--- config.mk ---
export PLATFORM = sky130hd
export DESIGN_NAME = notch_sequencer
export DESIGN_NICKNAME = d
export VERILOG_FILES = /design/src/rtl/notch_seq_pkg.sv /design/src/rtl/notch_rate_div.sv /design/src/rtl/notch_sequencer.sv
export SDC_FILE = /design/constraint.sdc
export NUM_CORES = 1
export LEC_CHECK = 0
export ABC_AREA = 1
export CAP_MARGIN = 20
export CORE_ASPECT_RATIO = 0.6
export CORE_MARGIN = 5
export CORE_UTILIZATION = 40
export CTS_CLUSTER_DIAMETER = 30
export DETAILED_ROUTE_END_ITERATION = 12
export GPL_ROUTABILITY_DRIVEN = 1
export PLACE_DENSITY = 0.67
export SYNTH_ARGS = -nofsm -noshare
export SYNTH_HDL_FRONTEND = slang
export SYNTH_SLANG_ARGS = --single-unit
--- constraint.sdc ---
create_clock -name clk -period 1.85 [get_ports clk]
set_input_delay 0.555 -clock clk [delete_from_list [all_inputs] [get_ports clk]]
set_output_delay 0.555 -clock clk [all_outputs]
set_load 0.005 [all_outputs]
--- src/rtl/notch_seq_pkg.sv ---
// Shared state encoding and sizing helpers for the notch filter sample-rate controller.
package notch_seq_pkg;

    typedef enum logic [1:0] {
        IDLE = 2'd0,
        TRIG = 2'd1,
        WAIT = 2'd2
    } state_t;

    // WAIT timer must be able to count up to TIMEOUT inclusive.
    function automatic int timer_width(input int timeout);
        return $clog2(timeout + 1);
    endfunction

endpackage

--- src/rtl/notch_rate_div.sv ---
// Programmable sample-rate divider: one tick every div_val+1 cycles while enabled.
module notch_rate_div
    import notch_seq_pkg::*;
#(
    parameter int DIV_WIDTH = 16
) (
    input  logic                 clk,
    input  logic                 reset,
    input  logic                 enable,
    input  logic [DIV_WIDTH-1:0] div_val,
    output logic                 tick
);

    logic [DIV_WIDTH-1:0] cnt;

    // >= lets a live decrease of div_val fire at once instead of wrapping the counter.
    assign tick = enable && (cnt >= div_val);

    always_ff @(posedge clk or negedge reset) begin
        if (!reset) begin
            cnt <= '0;
        end else if (!enable || tick) begin
            cnt <= '0;
        end else begin
            cnt <= cnt + 1'b1;
        end
    end

endmodule

--- src/rtl/notch_sequencer.sv ---
// Sample-rate controller for one notch filter: triggers the filter, collects its
// result, and supervises timing with a sticky timeout flag and an overrun counter.
module notch_sequencer
    import notch_seq_pkg::*;
#(
    parameter int DATA_SIZE = 24,
    parameter int DIV_WIDTH = 16,
    parameter int TIMEOUT   = 64,
    parameter int CNT_WIDTH = 8
) (
    input  logic                 clk,
    input  logic                 reset,
    input  logic                 enable,
    input  logic [DIV_WIDTH-1:0] div_val,
    input  logic                 clr_status,
    input  logic [DATA_SIZE-1:0] adc_data,
    input  logic                 adc_valid,
    output logic [DATA_SIZE-1:0] filt_data_in,
    output logic                 filt_sample_trig,
    input  logic [DATA_SIZE-1:0] filt_data_out,
    input  logic                 filt_done,
    output logic [DATA_SIZE-1:0] out_data,
    output logic                 out_valid,
    output logic                 busy,
    output logic                 timeout_flag,
    output logic [CNT_WIDTH-1:0] overrun_cnt
);

    localparam int TMR_W = timer_width(TIMEOUT);
    localparam logic [TMR_W-1:0] TMO_LAST = TMR_W'(TIMEOUT - 1);

    function automatic logic [CNT_WIDTH-1:0] sat_inc(input logic [CNT_WIDTH-1:0] v);
        return (&v) ? v : v + 1'b1;
    endfunction

    state_t               state;
    state_t               state_nxt;
    logic                 tick;
    logic [DATA_SIZE-1:0] adc_hold;
    logic [DATA_SIZE-1:0] sample;
    logic [TMR_W-1:0]     timer;
    logic                 done_hit;
    logic                 time_out;
    logic                 drop;
    logic [CNT_WIDTH-1:0] ovr_base;
    logic [CNT_WIDTH-1:0] ovr_nxt;

    notch_rate_div #(
        .DIV_WIDTH (DIV_WIDTH)
    ) u_rate_div (
        .clk     (clk),
        .reset   (reset),
        .enable  (enable),
        .div_val (div_val),
        .tick    (tick)
    );

    // A sample arriving in the tick cycle bypasses the hold register.
    assign sample           = adc_valid ? adc_data : adc_hold;
    assign filt_sample_trig = (state == TRIG);
    assign busy             = (state != IDLE);
    assign drop             = tick && (state != IDLE);

    always_comb begin
        state_nxt = state;
        done_hit  = 1'b0;
        time_out  = 1'b0;
        case (state)
            IDLE: if (tick) state_nxt = TRIG;
            TRIG: state_nxt = WAIT;
            WAIT: begin
                if (filt_done) begin
                    done_hit  = 1'b1;
                    state_nxt = IDLE;
                end else if (timer == TMO_LAST) begin
                    time_out  = 1'b1;
                    state_nxt = IDLE;
                end
            end
            default: state_nxt = IDLE;
        endcase
    end

    // Clear is applied before a same-cycle overrun increment.
    always_comb begin
        ovr_base = clr_status ? '0 : overrun_cnt;
        ovr_nxt  = drop ? sat_inc(ovr_base) : ovr_base;
    end

    always_ff @(posedge clk or negedge reset) begin
        if (!reset) begin
            state        <= IDLE;
            timer        <= '0;
            adc_hold     <= '0;
            filt_data_in <= '0;
            out_data     <= '0;
            out_valid    <= 1'b0;
            timeout_flag <= 1'b0;
            overrun_cnt  <= '0;
        end else begin
            state        <= state_nxt;
            timer        <= (state == WAIT) ? timer + 1'b1 : '0;
            out_valid    <= done_hit;
            timeout_flag <= time_out | (timeout_flag & ~clr_status);
            overrun_cnt  <= ovr_nxt;
            if (adc_valid) adc_hold <= adc_data;
            if (state == IDLE && tick) filt_data_in <= sample;
            if (done_hit) out_data <= filt_data_out;
        end
    end

endmodule

* Word level (Yosys, flattened, before mapping)
Index checks and enable logic that the tools add are counted.
Word-level totals: output and inout bits 60, register bits 107, word-level logic and storage cells 45
Operators by class: mux-type cells 15, equality and inequality tests 5, reduce and logical (&&, ||, !) cells 9, bitwise logic cells 3, add/subtract/negate cells 3, $lt $le $gt $ge 1
Operators with widths (number):
- $mux W24 | 1
- $mux W8 | 3
- $add A16 B1 Y16 const B | 1
- $ge A16 B16 Y1 | 1
- $mux W16 | 1
- $add A8 B1 Y8 const B | 1
- $reduce_and A8 Y1 | 1
- $add A7 B1 Y7 const B | 1
- $eq A7 B6 Y1 const B | 1
- $mux W7 | 1
- $mux W2 | 3
- $pmux W2 S3 | 1
- $mux W1 | 5
- $logic_and A1 B1 Y1 | 3
- $ne A3 B3 Y1 const B | 1
- $eq A2 B1 Y1 const B | 1
- $eq A2 B2 Y1 const B | 1
- $logic_not A2 Y1 | 1
- $ne A2 B2 Y1 const B | 1
- $reduce_and A2 Y1 | 1
- $reduce_bool A2 Y1 | 1
- $and A1 B1 Y1 | 1
- $logic_not A1 Y1 | 1
- $logic_or A1 B1 Y1 | 1
- other kinds (2) | 2

* Depth between registers and ports, before layout
depth in word-level cells 5, mapped depth 15, depth with buffers taken out 14

* Cells and area by module
A second synthesis with hierarchy kept.
Second synthesis, totals: cell total of the unflattened synthesis 545, area, all modules 5109.9 um2
By module, submodules not included:
- notch_sequencer | instances 1, cells each 392, area each 3858.7 um2
- notch_rate_div | instances 1, cells each 153, area each 1251.2 um2

* Worst setup path before layout
OpenSTA, ideal clock, no wires.
kind input to register, start point in div_val[3], end point reg filt_data_in[10], buffers on the path 1, data arrival time 1.702 ns, setup time 0.117 ns, cell stages on the path 14, path slack 0.030 ns, cell sequence inv_1 > ha_1 > nand2_1 > nor2_1 > nor2_1 > nand2_1 > nand2_1 > nand2_1 > nand2_2 > nand2_4 > nand3_4 > buf_6 > nand2_1 > nand2_1
Between the ends: cells in the longest elaborated chain, start to end 3
RTL lines:
- from (decl) | RTL line notch_sequencer.sv:14 | input logic [DIV_WIDTH-1:0] div_val,
- $ge A16 B16 Y1 | RTL line notch_rate_div.sv:17 | assign tick = enable && (cnt >= div_val);
- $logic_and A1 B1 Y1 | RTL line notch_rate_div.sv:17
- $logic_and A1 B1 Y1 | RTL line notch_sequencer.sv:107 | if (state == IDLE && tick) filt_data_in <= sample;
- to (signal assigned) | RTL line notch_sequencer.sv:107
- to (decl) | RTL line notch_sequencer.sv:18 | output logic [DATA_SIZE-1:0] filt_data_in,
No other way between the ends. A chain may end at the register's enable or synchronous reset.

* Final worst setup path
start point reg u_rate_div.cnt[10], end point reg filt_data_in[4]
Between the ends: cells in the longest elaborated chain, start to end 3
RTL lines:
- from (decl) | RTL line notch_rate_div.sv:14 | logic [DIV_WIDTH-1:0] cnt;
- from (signal assigned) | RTL line notch_rate_div.sv:25 | cnt <= cnt + 1'b1;
- $ge A16 B16 Y1 | RTL line notch_rate_div.sv:17
- $logic_and A1 B1 Y1 | RTL line notch_rate_div.sv:17
- $logic_and A1 B1 Y1 | RTL line notch_sequencer.sv:107
No other way between the ends.

==> results.tsv <==
stage	metric	value	unit
cts	worst skew pair latency	340	ps
detailed_routing	Final Routed Wirelength	14300	um
detailed_routing	WL/cell	15.5	um
yosys	post-synth top area cell	dfrtp_1	
sta	Fin Hold WS	32.3	ps
floorplan	die area	0.0151	sq mm
finish	post-layout util	63.7	%
global_route	first-pass GRT wire length	23400	um
detailed_routing	Vias/cell	4.89	
sta	Final WS setup	-40.6	ps
detailed_routing	DRC viols	0	
setup_path	nature of the critical path endpoint	flop	
pwr	Reg power frac	49.5	%
global_route	largest net degree at the start of global routing	52	
cts	clock tree from TritonCTS	done	
sta	Final Hold Fails	0	
finish	Finished Layout Cells	920	
yosys	Seq cells post-synth	107	
run_status	failing checks	setup timing	
floorplan	Ports	130	
setup_path	Worst R2R Path Depth	9	
pwr	Pint	3.97	mW
finish	Final Cell Area	0.00781	sq mm
global_route	vias in the first global route	4668	
detailed_routing	Via Count	4496	
setup_path	Arrival @ worst endpoint	2120	ps
finish	diode count	0	
worst_hold_path	Hold Path Class	in -> async	
pwr	P_leak	3.96	nW
finish	fraction of layout cells with a size suffix above 1	25.4	%
detailed_routing	initial drt markers	171	
run_status	status	finished with violations	
yosys	Yosys top cell area share	52.6	%
sta	Slew HR	73.7	%
sta	Min Clock Period, post-route	1890	ps
pwr	combinational power share	15.5	%
placed_design	pre-CTS setup slack	-745	ps
sta	Slew Viols, Final	0	
yosys	syn nets	660	
yosys	largest cells by area after synthesis	dfrtp_1, nand2_1, mux2_2	
yosys	synthesized instance count	571	
cts	CTS sink cnt	107	
cts	CTS Buf Count	9	
setup_path	peak fanout along the critical path	4	
placed_design	Final HPWL DP	10200	um
floorplan	starting density of the core	41.5	%
cts	H-tree Lvls	3	
placed_design	Placer Congestion	0.869	
pwr	switch share	24.7	%
sta	Slew @ Worst Pin	394	ps
pwr	peak supply drop	0.000407	V
placed_design	Port-buffer cells	129	
cts	clk buf depth	2	
pwr	Tot Pwr	5.26	mW
finish	Final #Nets	839	
sta	RSZ-0062 raised after global routing	true	
placed_design	Placed Area	0.00685	sq mm
job	max cap viols	0	
finish	area delta synth->final	53.5	%
pwr	clock power share	35.0	%
sta	crit share post-route	102	%
yosys	mapped cell area	0.00509	sq mm
sta	Layout Skew	8.53	ps
pwr	sw power	1.30	mW
floorplan	Site Rows	31	
yosys	syn_area_per_cell	8.91	sq um
floorplan	Core ar.	0.0123	sq mm
setup_path	CP required	2080	ps
yosys	Yosys warning total	0	
cts	CTS clk-pin slew, worst paths	70	ps
setup_path	crit path kind	reg -> reg	
setup_path	critical path startpoint category	flop	
global_route	initial antenna violation count	0	
detailed_routing	final antenna-violating net count	0	
global_route	total congestion overflow	0	
cts	hold_buf cts	0	
pwr	power per cell area	674	mW/mm^2
sta	TNS Setup	-472	ps
yosys	sequential area share after synthesis	52.6	%
sta	# setup viols final	24	
sta	FMAX	0.529	GHz
floorplan	height of the die	97.3	um
global_route	Total GRT Usage	19.0	%
floorplan	Chip Width	156	um
yosys	post-synth cell types	32	
detailed_routing	Pre-antenna DRT Iters	4	
placed_design	placed insts	885	
cts	Root Driver	clkbuf_16	
[placed cells by master (no fill, tap or decap), types with 17 or more instances in the layout]
cell	count
nand2_1	150
dfrtp_1	106
clkdlybuf4s50_1	91
inv_1	47
buf_4	42
nand4_1	37
nor2_1	31
nand2_2	25
mux2_2	24
nand3_1	19
dlymetal6s2s_1	17
[per-layer routing]
layer	vias to the layer above	global-route usage [%]	part of all wire, %
met3	11	6.63	10
met4	0	3.56	0.64
met5	-	0	0
li1	2199	-	-
met1	2132	27.7	47
met2	154	27.3	42
[worst max-delay path: stages, from the launching register on]
cell	delay (ps)
dfrtp_1	450
ha_4	290
nand4_1	140
nor3_4	220
nand2_2	100
nand2_4	110
nand3_4	150
clkbuf_16	210
nand2_2	50
nand2_1	50
[final timing paths]
check                      slack (ps)                 to          startpoint
setup / recovery                  -40    filt_data_in[4]  u_rate_div.cnt[10]
hold / removal                     30  u_rate_div.cnt[8]               reset
setup reg to reg                  -40    filt_data_in[4]  u_rate_div.cnt[10]
hold reg to reg                   470        out_data[9]         out_data[9]
max in group asynchronous        1300           timer[2]               reset
min in group clk                  470        out_data[9]         out_data[9]
[registers in the layout, summed over array words and instances (netlist names)]
name            flops
filt_data_in       24
overrun_cnt         8
state               2
timeout_flag        1
timer               7
u_rate_div.cnt     16
out_valid           1
out_data           24
adc_hold           24
[cell usage after synthesis]
master,count
nand2_1,184
dfrtp_1,107
inv_1,57
nor2_1,39
nand4_1,37
mux2_2,24
ha_1,19
nand3_1,19
nor3_1,14
a21oi_1,11
o21ai_0,11
buf_2,10
xor2_1,6
clkbuf_1,4
buf_6,3
inv_2,3
nand3_2,3
nor2_2,3
buf_4,2
nand2_2,2
or2_2,2
a21oi_2,1
buf_1,1
clkinv_1,1
nand2_4,1
nand3_4,1
nor2_4,1
nor4_1,1
o21a_1,1
o21ai_1,1
o21bai_1,1
xnor2_1,1
[final cells by class]
| cell class | count | area, sq um |
|---|---|---|
| fill | 1005 | 4450 |
| sequential | 107 | 2680 |
| multi-input combinational | 383 | 2470 |
| timing repair buffer | 188 | 1930 |
| clock buffer | 11 | 243 |
| inverter | 61 | 233 |
| tap | 165 | 206 |
| clock inverter | 5 | 43.8 |
[repair_timing]
item,in CTS,in global routing
resized for setup,70,81
endpoints found under the setup margin,54,80
buffers inserted,11,5
endpoints found under the hold margin,0,0
gates cloned,2,1
pin swaps,14,15
[power by group through the flow]
stage          clock network, mW  registers (mW)  logic (mW)
2_1_floorplan                  0            2.64       0.229
3_3_place_gp                   0            2.63       0.774
3_5_place_dp                   0            2.64       0.786
4_1_cts                     1.91            2.60       0.814
5_1_grt                     2.00            2.63       0.907
6_report                    1.84            2.61       0.816
[logic make-up (layout without fill, tap and decap cells)]
| logic type | Yosys count | after routing | share of synthesized area (%) |
|---|---|---|---|
| simple gates | 307 | 307 | 26.6 |
| flops | 107 | 107 | 52.6 |
| buf+inv | 81 | 265 | 6.81 |
| compound gates | 26 | 26 | 2.73 |
| mux | 24 | 24 | 5.31 |
| fa+ha+maj | 19 | 19 | 4.67 |
| xor+xnor | 7 | 7 | 1.21 |
(Power assumes the default switching activity.)
==> edit 1 (config.mk and constraints unchanged) <==
Reset style: synchronous (`reset`), changed in 2 clocked blocks.
--- a/src/rtl/notch_rate_div.sv
+++ b/src/rtl/notch_rate_div.sv
@@ -16,7 +16,7 @@
     // >= lets a live decrease of div_val fire at once instead of wrapping the counter.
     assign tick = enable && (cnt >= div_val);
 
-    always_ff @(posedge clk or negedge reset) begin
+    always_ff @(posedge clk) begin
         if (!reset) begin
             cnt <= '0;
         end else if (!enable || tick) begin
--- a/src/rtl/notch_sequencer.sv
+++ b/src/rtl/notch_sequencer.sv
@@ -87,7 +87,7 @@
         ovr_nxt  = drop ? sat_inc(ovr_base) : ovr_base;
     end
 
-    always_ff @(posedge clk or negedge reset) begin
+    always_ff @(posedge clk) begin
         if (!reset) begin
             state        <= IDLE;
             timer        <= '0;
Check against the original RTL: differs if reset is asserted again (counterexample within 4 cycles, from zero or initial values and one cycle with reset low); with reset held inactive, the same outputs for 10 cycles.
==> edit 1 against the original RTL <==
The run still ends with negative setup slack left; via count increased by 8.6%; critical endpoint is now filt_data_in[21]; setup slack got worse by 0.12 ns; clock skew about the same; maximum frequency decreased by 6.0%; global-route usage increased by 0.86 points; power decreased by 12%; design area decreased by 1.6%; sequential cell count unchanged; routed wire length increased by 3.0%; area after synthesis decreased by 2.5%; critical path type is now input pin to flop; non-clock buffer count increased by 7.
==> edit 1: results <==
[power]
p_leak_nw = 3.26

[timing]
setup-tns-final_ns = -4.32
slew_headroom_pct = 74.7
clock_skew_ns = 0.00851
setup_ws_ns = -0.162
setup_viol = 41

[min_path]
hold_path_class = "flop to flop"

[clock_network]
post-cts-setup-buffers = 12

[layout]
syn2layout_area_growth_pct = 54.9
num-fill-cells = 1033
n_all_buffers = 195
comb.multi_input.count = 429
clkbuf_count = 12
nets = 935
area_share_nonclk_buffers_pct = 25.8

[synthesis]
ys_async_sr_fraction_pct = 0
synth_commonest_cells = "nand2_1, dfxtp_1, nor2_1, inv_1, a21oi_1"
synth_top_flop_cell = "dfxtp_1"
synthTopCellsByArea = "dfxtp_1, nand2_1, nor2_1"
synth_top_area_share_pct = 43.2

[outcome]
outcome = "complete, but fails checks"
violations = "negative setup slack"

[detailed_routing]
drt_iter0_drc = 231
dr_wl_met3_um = 1560
met2_length_um = 6410

[setup_path]
r2r-end = "filt_data_in[3]"

[placed_design]
place_ws_ns = -0.798

[global_routing]
grt_pass1_vias = 4895
[edit 1: cell families after synthesis]
group,count (synthesis),synth area share [%]
muxes,24,4.84
AOI/OAI and AO/OA,53,5.52
DFF,107,43.2
xor gates and xnor gates,9,1.59
adders and majority gates,19,4.79
and+or+nand+nor,321,29.4
buffers and inverters,135,10.7
[edit 1: routing by layer]
layer / global-route usage, % / vias up
met2: 31.3 / 154
li1: - / 2476
met3: 8.54 / 13
met1: 25.2 / 2240
met5: 0 / -
met4: 4.78 / 0
[edit 1: worst max path at each step]
stage | start | to | depth (start not counted)
global placement | div_val[9] | filt_data_in[13] | 11
floorplan | div_val[7] | filt_data_in[21] | 15
detailed placement | div_val[11] | filt_data_in[8] | 11
CTS | u_rate_div.cnt[9] | filt_data_in[1] | 11
global route | div_val[13] | filt_data_in[14] | 13
finish | div_val[13] | filt_data_in[21] | 13
[edit 1: metrics by stage]
| step | hold WS [ns] | instances | utilization (%) |
|---|---|---|---|
| floorplan | 0.418 | 668 | - |
| global placement | 0.426 | 976 | 55.8 |
| detailed placement | 0.450 | 976 | 55.8 |
| CTS | 0.463 | 1010 | 61.5 |
| global route | 0.444 | 1016 | 63.5 |
| finish | 0.429 | 1016 | 63.5 |
[edit 1: worst max-delay path, stage by stage]
cell	delay, ns
dlygate4sd2_1	0.24
inv_1	0.08
ha_4	0.20
a21oi_1	0.16
o21ai_1	0.12
a21oi_2	0.19
nand2_4	0.09
buf_12	0.15
buf_4	0.14
clkbuf_16	0.14
nand4_1	0.06
nand2_1	0.05
nor2_1	0.09
[edit 1: report_power, final]
part | internal, mW | switching [mW] | leakage, nW | total [mW]
Clock | 0.965 | 0.881 | 0.131 | 1.85
Sequential | 2.33 | 0.0102 | 0.873 | 2.34
Combinational | 0.246 | 0.200 | 2.25 | 0.446
==> edit 2 (same settings) <==
Without the edit above. The parameter `TIMEOUT` goes from 64 to 96.
--- a/src/rtl/notch_sequencer.sv
+++ b/src/rtl/notch_sequencer.sv
@@ -5,7 +5,7 @@
 #(
     parameter int DATA_SIZE = 24,
     parameter int DIV_WIDTH = 16,
-    parameter int TIMEOUT   = 64,
+    parameter int TIMEOUT   = 96,
     parameter int CNT_WIDTH = 8
 ) (
     input  logic                 clk,
Behaviour: no difference found for any inputs over 10 cycles, from zero or initial values and one cycle with reset low; that may be too few to reach the edited logic, so the function may still have changed.
==> edit 2 against the original RTL <==
The run still ends with negative setup slack left; power rose by 3.7%; setup slack worse by 0.034 ns; count of clock-buffer cells in the layout is 2 lower; design area rose by 1.1%; utilization grew 0.71 points; area after synthesis about the same; sequential cell count unchanged; routed wire length up 0.40%; first-iteration DRC count grew 2.3%; largest cell class unchanged; highest routed layer unchanged.
==> edit 2: results <==
[outcome]
outcome = "complete, but fails checks"
violations = "negative setup slack"

[timing]
setup_ws_ns = -0.0742
clock_skew_ns = 0.00708
setup_viol = 33
fin_hold_ws_ns = 0.148

[placed_design]
place_ws_ns = -0.636
placed_area_um2 = 6820
dpl.cell_count = 882

[detailed_routing]
wl_met1_um = 6500
met2_length_um = 6750
dr_wl_met3_um = 969
drt_iter0_drc = 175
wl_um = 14400

[setup_path]
crit_end = "overrun_cnt[7]"
worstSetupStartpoint = "div_val[0]"
slowest_delay_ns = 0.28
cp.arrival_ns = 2.16

[synthesis]
synth_cell_types = 34
synthTopCellsByArea = "dfrtp_1, nand2_1, mux2_2"

[layout]
drive_gt1_share_pct = 28.0

[power]
power.density_nw_per_um2 = 691
p_sw_share_pct = 25.8

[global_routing]
gr-usage-met1_pct = 25.9
grt_pass1_wl_um = 22800

[clock_network]
post-cts-setup-buffers = 7
-- edit 2: cell count changes after synthesis --
cell / unedited run / this run
o31ai_1: 0 / 1
inv_1: 57 / 56
o21ai_0: 11 / 10
o21ai_1: 1 / 0
or2_2: 2 / 1
nand2_1: 184 / 182
a31o_2: 0 / 1
and3_1: 0 / 1
-- edit 2: kinds of logic (layout without fill, tap and decap cells) --
| kind of cell | count (synthesis) | count (layout) | synth area share, % |
|---|---|---|---|
| muxes | 24 | 24 | 5.32 |
| xor gates and xnor gates | 7 | 7 | 1.21 |
| adders and majority gates | 19 | 19 | 4.68 |
| AOI/OAI and AO/OA | 26 | 26 | 2.86 |
| DFF | 107 | 107 | 52.7 |
| and+or+nand+nor | 305 | 305 | 26.5 |
| buffers and inverters | 80 | 266 | 6.75 |
-- edit 2: cell type report --
class                   count  area (um2)
multi-input cells         381        2530
repair buffers            190        1960
fillers                   976        4360
well taps                 165         206
clock buffers               9         225
clock inverters             7        66.3
inverters                  60         230
flip-flops and latches    107        2680
